<file path="src/rtl/fifo_wr_front_if.sv">
// Bundle of the write-domain front end signals: producer stream, FIFO write
// port, pointer inputs and level outputs.
//
// Handshake: a word on s_data transfers on a wclk edge where s_valid and
// s_ready are both high. On the FIFO side a word leaves on an edge where
// winc is high and wfull is low; winc while wfull is high moves nothing and
// wdata stays put.
interface fifo_wr_front_if #(
    parameter int DSIZE    = 8,
    parameter int ADDRSIZE = 9
);
    logic                s_valid;
    logic [DSIZE-1:0]    s_data;
    logic                s_ready;
    logic                winc;
    logic [DSIZE-1:0]    wdata;
    logic                wfull;
    logic [ADDRSIZE:0]   wptr;
    logic [ADDRSIZE:0]   wq2_rptr;
    logic [ADDRSIZE:0]   wlevel;
    logic                walmost_full;

    // Environment side: producer plus write-pointer logic.
    modport master (
        output s_valid, s_data, wfull, wptr, wq2_rptr,
        input  s_ready, winc, wdata, wlevel, walmost_full
    );

    // The front end block itself.
    modport slave (
        input  s_valid, s_data, wfull, wptr, wq2_rptr,
        output s_ready, winc, wdata, wlevel, walmost_full
    );
endinterface

</file>
<file path="src/rtl/fifo_wr_front.sv">
// Write-domain front end of the async FIFO: two-entry skid buffer between the
// producer stream and the FIFO write port, plus a registered fill level and
// almost-full flag derived from the Gray write/read pointers.
module fifo_wr_front #(
    parameter int DSIZE        = 8,
    parameter int ADDRSIZE     = 9,
    parameter int AFULL_THRESH = 4
) (
    input  logic             wclk,
    input  logic             wrst_n,
    fifo_wr_front_if.slave   bus,
    output logic [1:0]       dbg_state
);

    typedef enum logic [1:0] {
        ST_EMPTY = 2'd0,
        ST_ONE   = 2'd1,
        ST_TWO   = 2'd2
    } state_t;

    localparam logic [ADDRSIZE:0] AFULL_LEVEL =
        (ADDRSIZE+1)'((1 << ADDRSIZE) - AFULL_THRESH);

    state_t             state, state_d;
    logic [DSIZE-1:0]   head, head_d;
    logic [DSIZE-1:0]   tail, tail_d;
    logic               s_ready_q;
    logic               winc_int;
    logic               accept;
    logic               pop;
    logic [ADDRSIZE:0]  wbin;
    logic [ADDRSIZE:0]  rbin;
    logic [ADDRSIZE:0]  level_d;
    logic [ADDRSIZE:0]  level_q;
    logic               afull_q;

    function automatic logic [ADDRSIZE:0] gray2bin(input logic [ADDRSIZE:0] g);
        logic [ADDRSIZE:0] b;
        b[ADDRSIZE] = g[ADDRSIZE];
        for (int i = ADDRSIZE - 1; i >= 0; i--) begin
            b[i] = b[i+1] ^ g[i];
        end
        return b;
    endfunction

    assign winc_int = (state != ST_EMPTY);
    assign accept   = bus.s_valid & s_ready_q;
    assign pop      = winc_int & ~bus.wfull;

    assign bus.s_ready      = s_ready_q;
    assign bus.winc         = winc_int;
    assign bus.wdata        = head;
    assign bus.wlevel       = level_q;
    assign bus.walmost_full = afull_q;
    assign dbg_state        = state;

    // Skid buffer next state: head always holds the oldest word.
    always_comb begin
        state_d = state;
        head_d  = head;
        tail_d  = tail;
        case (state)
            ST_EMPTY: begin
                if (accept) begin
                    state_d = ST_ONE;
                    head_d  = bus.s_data;
                end
            end
            ST_ONE: begin
                if (accept && pop) begin
                    head_d = bus.s_data;
                end else if (accept) begin
                    state_d = ST_TWO;
                    tail_d  = bus.s_data;
                end else if (pop) begin
                    state_d = ST_EMPTY;
                end
            end
            ST_TWO: begin
                // s_ready is low here, so only a pop can happen.
                if (pop) begin
                    state_d = ST_ONE;
                    head_d  = tail;
                end
            end
            default: state_d = ST_EMPTY;
        endcase
    end

    // Skid buffer registers; s_ready is registered from the next occupancy.
    always_ff @(posedge wclk or negedge wrst_n) begin
        if (!wrst_n) begin
            state     <= ST_EMPTY;
            head      <= '0;
            tail      <= '0;
            s_ready_q <= 1'b0;
        end else begin
            state     <= state_d;
            head      <= head_d;
            tail      <= tail_d;
            s_ready_q <= (state_d != ST_TWO);
        end
    end

    // Occupancy from binary pointers; the extra MSB absorbs pointer wrap.
    always_comb begin
        wbin    = gray2bin(bus.wptr);
        rbin    = gray2bin(bus.wq2_rptr);
        level_d = wbin - rbin;
    end

    // Level and almost-full are registered together from the same level.
    always_ff @(posedge wclk or negedge wrst_n) begin
        if (!wrst_n) begin
            level_q <= '0;
            afull_q <= 1'b0;
        end else begin
            level_q <= level_d;
            afull_q <= (level_d >= AFULL_LEVEL);
        end
    end

endmodule

</file>
<file path="src/flat_wrapper.sv">
// flat-port wrapper written by rule: the top's interface ports become plain ports
module fifo_wr_front_flat 
#(
    parameter int DSIZE        = 8,
    parameter int ADDRSIZE     = 9,
    parameter int AFULL_THRESH = 4
)
  (wclk, wrst_n, dbg_state, bus_s_valid, bus_s_data, bus_wfull, bus_wptr, bus_wq2_rptr, bus_s_ready, bus_winc, bus_wdata, bus_wlevel, bus_walmost_full);
  fifo_wr_front_if #(.DSIZE(DSIZE), .ADDRSIZE(ADDRSIZE)) bus_i ();
  input  logic wclk;
  input  logic wrst_n;
  output logic [1:0] dbg_state;
  input wire logic [$bits(bus_i.s_valid)-1:0] bus_s_valid;
  input wire logic [$bits(bus_i.s_data)-1:0] bus_s_data;
  input wire logic [$bits(bus_i.wfull)-1:0] bus_wfull;
  input wire logic [$bits(bus_i.wptr)-1:0] bus_wptr;
  input wire logic [$bits(bus_i.wq2_rptr)-1:0] bus_wq2_rptr;
  output wire logic [$bits(bus_i.s_ready)-1:0] bus_s_ready;
  output wire logic [$bits(bus_i.winc)-1:0] bus_winc;
  output wire logic [$bits(bus_i.wdata)-1:0] bus_wdata;
  output wire logic [$bits(bus_i.wlevel)-1:0] bus_wlevel;
  output wire logic [$bits(bus_i.walmost_full)-1:0] bus_walmost_full;
  assign bus_i.s_valid = bus_s_valid;
  assign bus_i.s_data = bus_s_data;
  assign bus_i.wfull = bus_wfull;
  assign bus_i.wptr = bus_wptr;
  assign bus_i.wq2_rptr = bus_wq2_rptr;
  assign bus_s_ready = bus_i.s_ready;
  assign bus_winc = bus_i.winc;
  assign bus_wdata = bus_i.wdata;
  assign bus_wlevel = bus_i.wlevel;
  assign bus_walmost_full = bus_i.walmost_full;
  fifo_wr_front #(.DSIZE(DSIZE), .ADDRSIZE(ADDRSIZE), .AFULL_THRESH(AFULL_THRESH)) u_core (.wclk(wclk), .wrst_n(wrst_n), .bus(bus_i), .dbg_state(dbg_state));
endmodule
</file>
<file path="config.mk">
export PLATFORM = sky130hd
export DESIGN_NAME = fifo_wr_front_flat
export DESIGN_NICKNAME = d
export VERILOG_FILES = /design/src/rtl/fifo_wr_front_if.sv /design/src/rtl/fifo_wr_front.sv /design/src/flat_wrapper.sv
export SDC_FILE = /design/constraint.sdc
export NUM_CORES = 1
export LEC_CHECK = 0
export BUFFER_PORTS_ARGS = -buffer_cell sky130_fd_sc_hd__buf_2
export CAP_MARGIN = 20
export CORE_UTILIZATION = 45
export DETAILED_ROUTE_END_ITERATION = 8
export PLACE_DENSITY = 0.72
export SLEW_MARGIN = 20
export SYNTH_ARGS = -nofsm -noshare
export SYNTH_HDL_FRONTEND = slang
export SYNTH_SLANG_ARGS = --single-unit
export TNS_END_PERCENT = 10
</file>
<file path="constraint.sdc">
create_clock -name wclk -period 2.4 [get_ports wclk]
set_input_delay 0.12 -clock wclk [delete_from_list [all_inputs] [get_ports wclk]]
set_output_delay 0.12 -clock wclk [all_outputs]
set_load 0.03 [all_outputs]
</file>
==> run metrics, run 1 <==
cell-internal power=2010 uW; GRT Resource Usage Total=18.9%; WL per Instance=11.3 um; LEAKAGE=0.00126 uW; CTS tree=yes; min-delay worst type=in2reg; Reg power frac=25.6%; part of the power in combinational logic=62.5%; Async SR Flop Fraction=100%; max_cap viols=0; PortBufs=54; core area=3720 sq um; number of global-route vias before repair=1483; register bit count reported by yosys=30; clk buf depth=2; Die Span Y=64.8 um; Mapped Cells=160; GPL Wtd Cong=0.742; minimum clock period=2800 ps; Worst setup EP type=flop; final instance area=2620 sq um; Multi-input gate area=1080 sq um; clk sink count=30; Initial Util=47.8%; post-detail-place hpwl=2.61 mm; via count=1457; EDFF count, synth=0; root buffer cell=clkbuf_8; proportion of synthesized area in mux cells=10.2%; share of cells above drive strength 1=50.2%; xor/xnor share of the synthesized area=18.8%; critical path arrival=2970 ps; fin crit share=117%; Worst EP required=2570 ps; Final Max Tran Viols=0; number of DRC markers in iteration 0=98; Synth Area in Compound Gates=9.09%; simple logic cell fraction of the synthesized area=9.09%; Final Setup Violations=6; H-tree levels=2; synthesized area=1780 sq um; Fill cells=285; I/O Pins=55; worst slew pin tran=626 ps; 1st-pass router iterations=2; PwrDens=1300 nW/um^2; initial antenna violation count=0; CTS Buf Count=5; Post-Syn Nets=201; delay-heaviest family, CP=XOR/XNOR gates; Switching Power=1390 uW; Sequential Area=751 sq um; mean area per synthesized cell=11.1 sq um; Setup CP Type=in2reg; Layout area overhead=47.6%; post-route setup slack=-400 ps; Synth Area in Adders=7.33%; CP Max Fanout=3; WHS=84.1 ps; # DRC=0; Setup crit start kind=input port; slew margin rel.=58.2%; final hold vios=0; distinct cell type count after synthesis=36; CP Cell Sequence=buf_8 > xnor2_4 > xnor2_2 > xnor2_2 > xor2_1 > xor2_1 > xnor2_1 > ha_2 > fa_2 > inv_2 > a21oi_2 > inv_1 > o21a_1 > o211ai_2 > o21ai_1 > or3b_4 > a41o_1; failing checks=setup timing; clock network fraction of total power=11.9%; global-route wire length before repair=5.82 mm; post-route ant nets=0; diode count=0; Buffers & Inverters on Critical Path=3; Die Wd=64.8 um; fmax=0.357 GHz; max incr delay on CP=380 ps; FP Rows=22; Switching Fraction=40.8%; die area=4200 sq um; Clock Latency Late Sink=280 ps; remaining global-route overflow=0; sequential share of the synthesized area=42.3%; status=finished, violations left; largest family of logic cells by synthesized area=XOR/XNOR gates; Main synth FF type=dfrtp_1; Layout Nets=297; YS warnings=0; Placed Instance Area=2370 sq um; Reg clk slew, reported paths=60 ps; RSZ-0062 raised after global routing=yes; critical path's slowest cell=or3b_4; WL final=3.44 mm; Clock Skew=2.69 ps; VDD IR max=0.582 mV; vias per inst=4.78; largest net degree at the start of global routing=31
power by group through the flow:
stage          clock, uW  combinational (uW)  sequential (uW)
6_report             405                2120              870
5_1_grt              447                2320              901
4_1_cts              424                2060              876
3_5_place_dp           0                1990              886
3_3_place_gp           0                1950              873
2_1_floorplan          0                 910             1220
synthesized netlist by cell type (2+ instances only):
cell,number,area share (%)
nor3_1,3,0.85
o21ai_0,4,1.1
or2_2,2,0.70
a21oi_1,11,3.1
xnor2_1,16,7.9
mux2i_1,8,4.5
nor3b_1,2,0.85
nor2_1,10,2.1
dfrtp_1,30,42
ha_1,8,5.6
inv_1,12,2.5
xor2_1,11,5.4
nand2_1,2,0.42
a31oi_1,3,1.1
clkbuf_1,3,0.63
xnor2_2,6,5.5
nor2b_1,2,0.70
mux2_2,9,5.7
placed cells by master (no fill, tap or decap), types with 3 or more instances in the layout:
master	count
xor2_1	8
xnor2_2	7
buf_4	37
mux2i_1	8
mux2_2	9
xnor2_1	12
inv_1	11
o21ai_0	3
ha_1	7
dfrtp_1	30
buf_6	4
xnor2_4	3
a31oi_1	3
nor2_1	10
a21oi_1	10
nor3_1	3
clkbuf_8	6
buf_2	49
sequential cells by signal (all words and copies together), names as in the netlist:
name                     count
u_core.dbg_state             2
u_core.bus.s_ready           1
u_core.bus.walmost_full      1
u_core.bus.wlevel           10
u_core.tail                  8
u_core.bus.wdata             8
stage by stage:
step / util (%) / TNS, ps / power, uW / std cells / setup slack, ps
2_1_floorplan: - / -2030 / 2130 / 160 / -714
3_3_place_gp: 63.8 / -3390 / 2830 / 291 / -720
3_5_place_dp: 63.8 / -3910 / 2880 / 291 / -802
4_1_cts: 68.8 / -1050 / 3360 / 303 / -399
5_1_grt: 70.5 / -2500 / 3670 / 305 / -644
6_report: 70.5 / -1000 / 3400 / 305 / -400
what timing repair did:
item	4_1_cts	5_1_grt
buffers inserted	3	2
setup endpoints to repair	7	7
hold endpoints to repair	30	0
pin swaps	13	6
hold buffers	1	0
gates resized for setup	11	8
path summary, 6_finish.rpt:
path / slack [ps] / cells after the start / start / endpoint
max: -400 / 17 / bus_wptr[6] / u_core.bus.walmost_full$_DFF_PN0_
min: 80 / 2 / bus_s_data[2] / u_core.tail[2]$_DFFE_PN0P_
max reg2reg: 930 / 4 / u_core.dbg_state[0]$_DFF_PN0_ / u_core.tail[6]$_DFFE_PN0P_
min reg2reg: 510 / 1 / u_core.tail[5]$_DFFE_PN0P_ / u_core.tail[5]$_DFFE_PN0P_
max in group asynchronous: 1600 / 2 / wrst_n / u_core.bus.wlevel[7]$_DFF_PN0_
min in group asynchronous: 390 / 2 / wrst_n / u_core.dbg_state[0]$_DFF_PN0_
layout make-up:
cell class	instances	share of cell area, %
Sequential cell	30	28.7
Clock buffer	7	3.30
Multi-Input combinational cell	115	41.2
Clock inverter	1	0.191
Tap cell	48	2.29
Timing Repair Buffer	92	22.6
Inverter	12	1.72
routing by layer:
layer / track usage, % / vias up / share of wire, %
met2: 35.0 / 41 / 54
li1: - / 733 / -
met1: 17.9 / 675 / 38
met3: 5.81 / 8 / 4.9
met4: 11.4 / 0 / 3.0
met5: 0 / - / 0
cells by family (layout without fill, tap and decap cells):
family | Yosys count | count (layout)
AOI/OAI and AO/OA | 26 | 26
xor gates and xnor gates | 33 | 33
adders and majority gates | 10 | 10
buffers and inverters | 15 | 112
DFF | 30 | 30
muxes | 17 | 17
and+or+nand+nor | 29 | 29
No activity file was read; power rests on OpenSTA's default activity.
==> inputs of run 2 (changes only) <==
--- a/config.mk
+++ b/config.mk
@@ -7,9 +7,9 @@
 export LEC_CHECK = 0
 export BUFFER_PORTS_ARGS = -buffer_cell sky130_fd_sc_hd__buf_2
 export CAP_MARGIN = 20
-export CORE_UTILIZATION = 45
+export CORE_UTILIZATION = 50
 export DETAILED_ROUTE_END_ITERATION = 8
-export PLACE_DENSITY = 0.72
+export PLACE_DENSITY = 0.78
 export SLEW_MARGIN = 20
 export SYNTH_ARGS = -nofsm -noshare
 export SYNTH_HDL_FRONTEND = slang
==> run 2 against run 1 <==
The run still ends with setup timing left. Sequential power is 0.7% lower. Global-route usage increased by 0.44 points. Largest cell class unchanged. Design area shrank 0.43%. Largest power group unchanged. Register-to-register slack lost 20 ps.
==> run metrics, run 2 (synthesis results as in run 1) <==
status=finished, violations left; failing checks=setup timing; max incr delay on CP=370 ps; remaining global-route overflow=0; global-route wire length before repair=5.25 mm; minimum clock period=2730 ps; die area=3790 sq um; share of cells above drive strength 1=51.2%; Pwr Total=3460 uW; Final Max Tran Viols=0; post-detail-place hpwl=2.61 mm; Reg clk slew, reported paths=100 ps; CTS Buf Count=5; RSZ-0062 raised after global routing=yes; Multi-input gate area=1090 sq um; FP Rows=21; number of global-route vias before repair=1392; Setup CP Type=in2reg; CP Depth=17; diode count=0; clk buf depth=2; worst reg-to-reg path cell count=4; Worst EP required=2610 ps; CP Cell Sequence=buf_2 > xnor2_4 > xor2_2 > xnor2_2 > xor2_2 > xnor2_2 > xor2_1 > ha_2 > fa_2 > inv_1 > a21oi_1 > inv_1 > o21a_1 > o211ai_2 > nor4b_1 > or3b_4 > a41o_1; Clock Latency Late Sink=310 ps; Buffers & Inverters on Critical Path=3; GRT Resource Usage Total=19.3%; I/O Pins=55; via count=1459; PwrDens=1330 nW/um^2; Layout Nets=294; Setup crit start kind=input port; initial antenna violation count=0; Die Wd=61.6 um; CTS tree=yes; clk sink count=30; slew margin rel.=58.7%; worst slew pin tran=619 ps; delay-heaviest family, CP=XOR/XNOR gates; Worst setup EP type=flop; final instance area=2610 sq um; VDD IR max=0.536 mV; Layout area overhead=46.9%; post-route ant nets=0; critical path arrival=2940 ps; fin crit share=114%; Sequential Area=751 sq um; WL final=3.46 mm; Finished Core Util=77.6%; fmax=0.366 GHz; vias per inst=4.86; number of DRC markers in iteration 0=52; 1st-pass router iterations=4; PortBufs=54; Fill cells=251; Placed Instance Area=2360 sq um; WL per Instance=11.5 um; min-delay worst type=in2reg; final hold vios=0; root buffer cell=clkbuf_4; WHS=45.4 ps; Clock Skew=7.61 ps; fin cells=300; placed cells=288; commonest non-fill, non-tap cells in the layout=buf_2, buf_4, dfrtp_1; Die Span Y=61.6 um; max_cap viols=0; H-tree levels=2; post-route setup slack=-332 ps; core area=3360 sq um; critical path's slowest cell=or3b_4; max FFs per register=10; CP Max Fanout=3; Final Setup Violations=5; largest net degree at the start of global routing=31; Initial Util=52.8%; most common cell after layout, fill and taps aside=buf_2; GPL Wtd Cong=0.764; Cells on Worst Hold Path=2; # DRC=0; LEAKAGE=0.00126 uW
[run 2: final timing paths]
path | to | slack (ps) | startpoint
hold / removal | u_core.tail[0]$_DFFE_PN0P_ | 50 | bus_s_data[0]
setup / recovery | u_core.bus.walmost_full$_DFF_PN0_ | -330 | bus_wq2_rptr[4]
hold reg to reg | u_core.tail[7]$_DFFE_PN0P_ | 510 | u_core.tail[7]$_DFFE_PN0P_
min in group asynchronous | u_core.bus.wdata[0]$_DFFE_PN0P_ | 360 | wrst_n
max in group asynchronous | u_core.bus.wlevel[3]$_DFF_PN0_ | 1640 | wrst_n
setup reg to reg | u_core.tail[5]$_DFFE_PN0P_ | 910 | u_core.dbg_state[0]$_DFF_PN0_
[run 2: area by class of cell]
| cell class | count | share of cell area (%) |
|---|---|---|
| multi-input combinational | 115 | 41.9 |
| sequential | 30 | 28.8 |
| timing repair buffer | 89 | 21.1 |
| clock inverter | 2 | 2.30 |
| tap | 46 | 2.21 |
| clock buffer | 6 | 1.97 |
| inverter | 12 | 1.73 |
[run 2: timing repair]
item                                    in CTS  in global routing
buffers inserted                             3                  0
resized for setup                           11                  5
cloned                                       0                  0
endpoints found under the setup margin       7                  7
endpoints found under the hold margin       30                  0
hold buffers                                 1                  0
pin swaps                                   16                  2
[run 2: power by group]
| group | total, uW | switching (uW) | internal, uW |
|---|---|---|---|
| combinational | 2080 | 1090 | 985 |
| sequential | 864 | 107 | 757 |
| clock | 516 | 163 | 353 |
| total | 3460 | 1360 | 2100 |
[run 2: per-stage QoR]
step                      setup TNS (ps)  setup WS [ps]
after floorplan                    -2030           -714
after global placement             -3520           -726
after detailed placement           -4220           -846
after CTS                           -689           -335
after global routing               -1890           -510
final                               -722           -332
[run 2: metal layers]
metal	track usage, %	share of wire [%]	vias to the layer above	routed length [um]
li1	-	-	734	-
met1	18.8	39	683	1360
met2	39.0	56	38	1940
met3	3.78	3.2	4	110
met4	7.62	1.3	0	46
met5	0	0	-	0
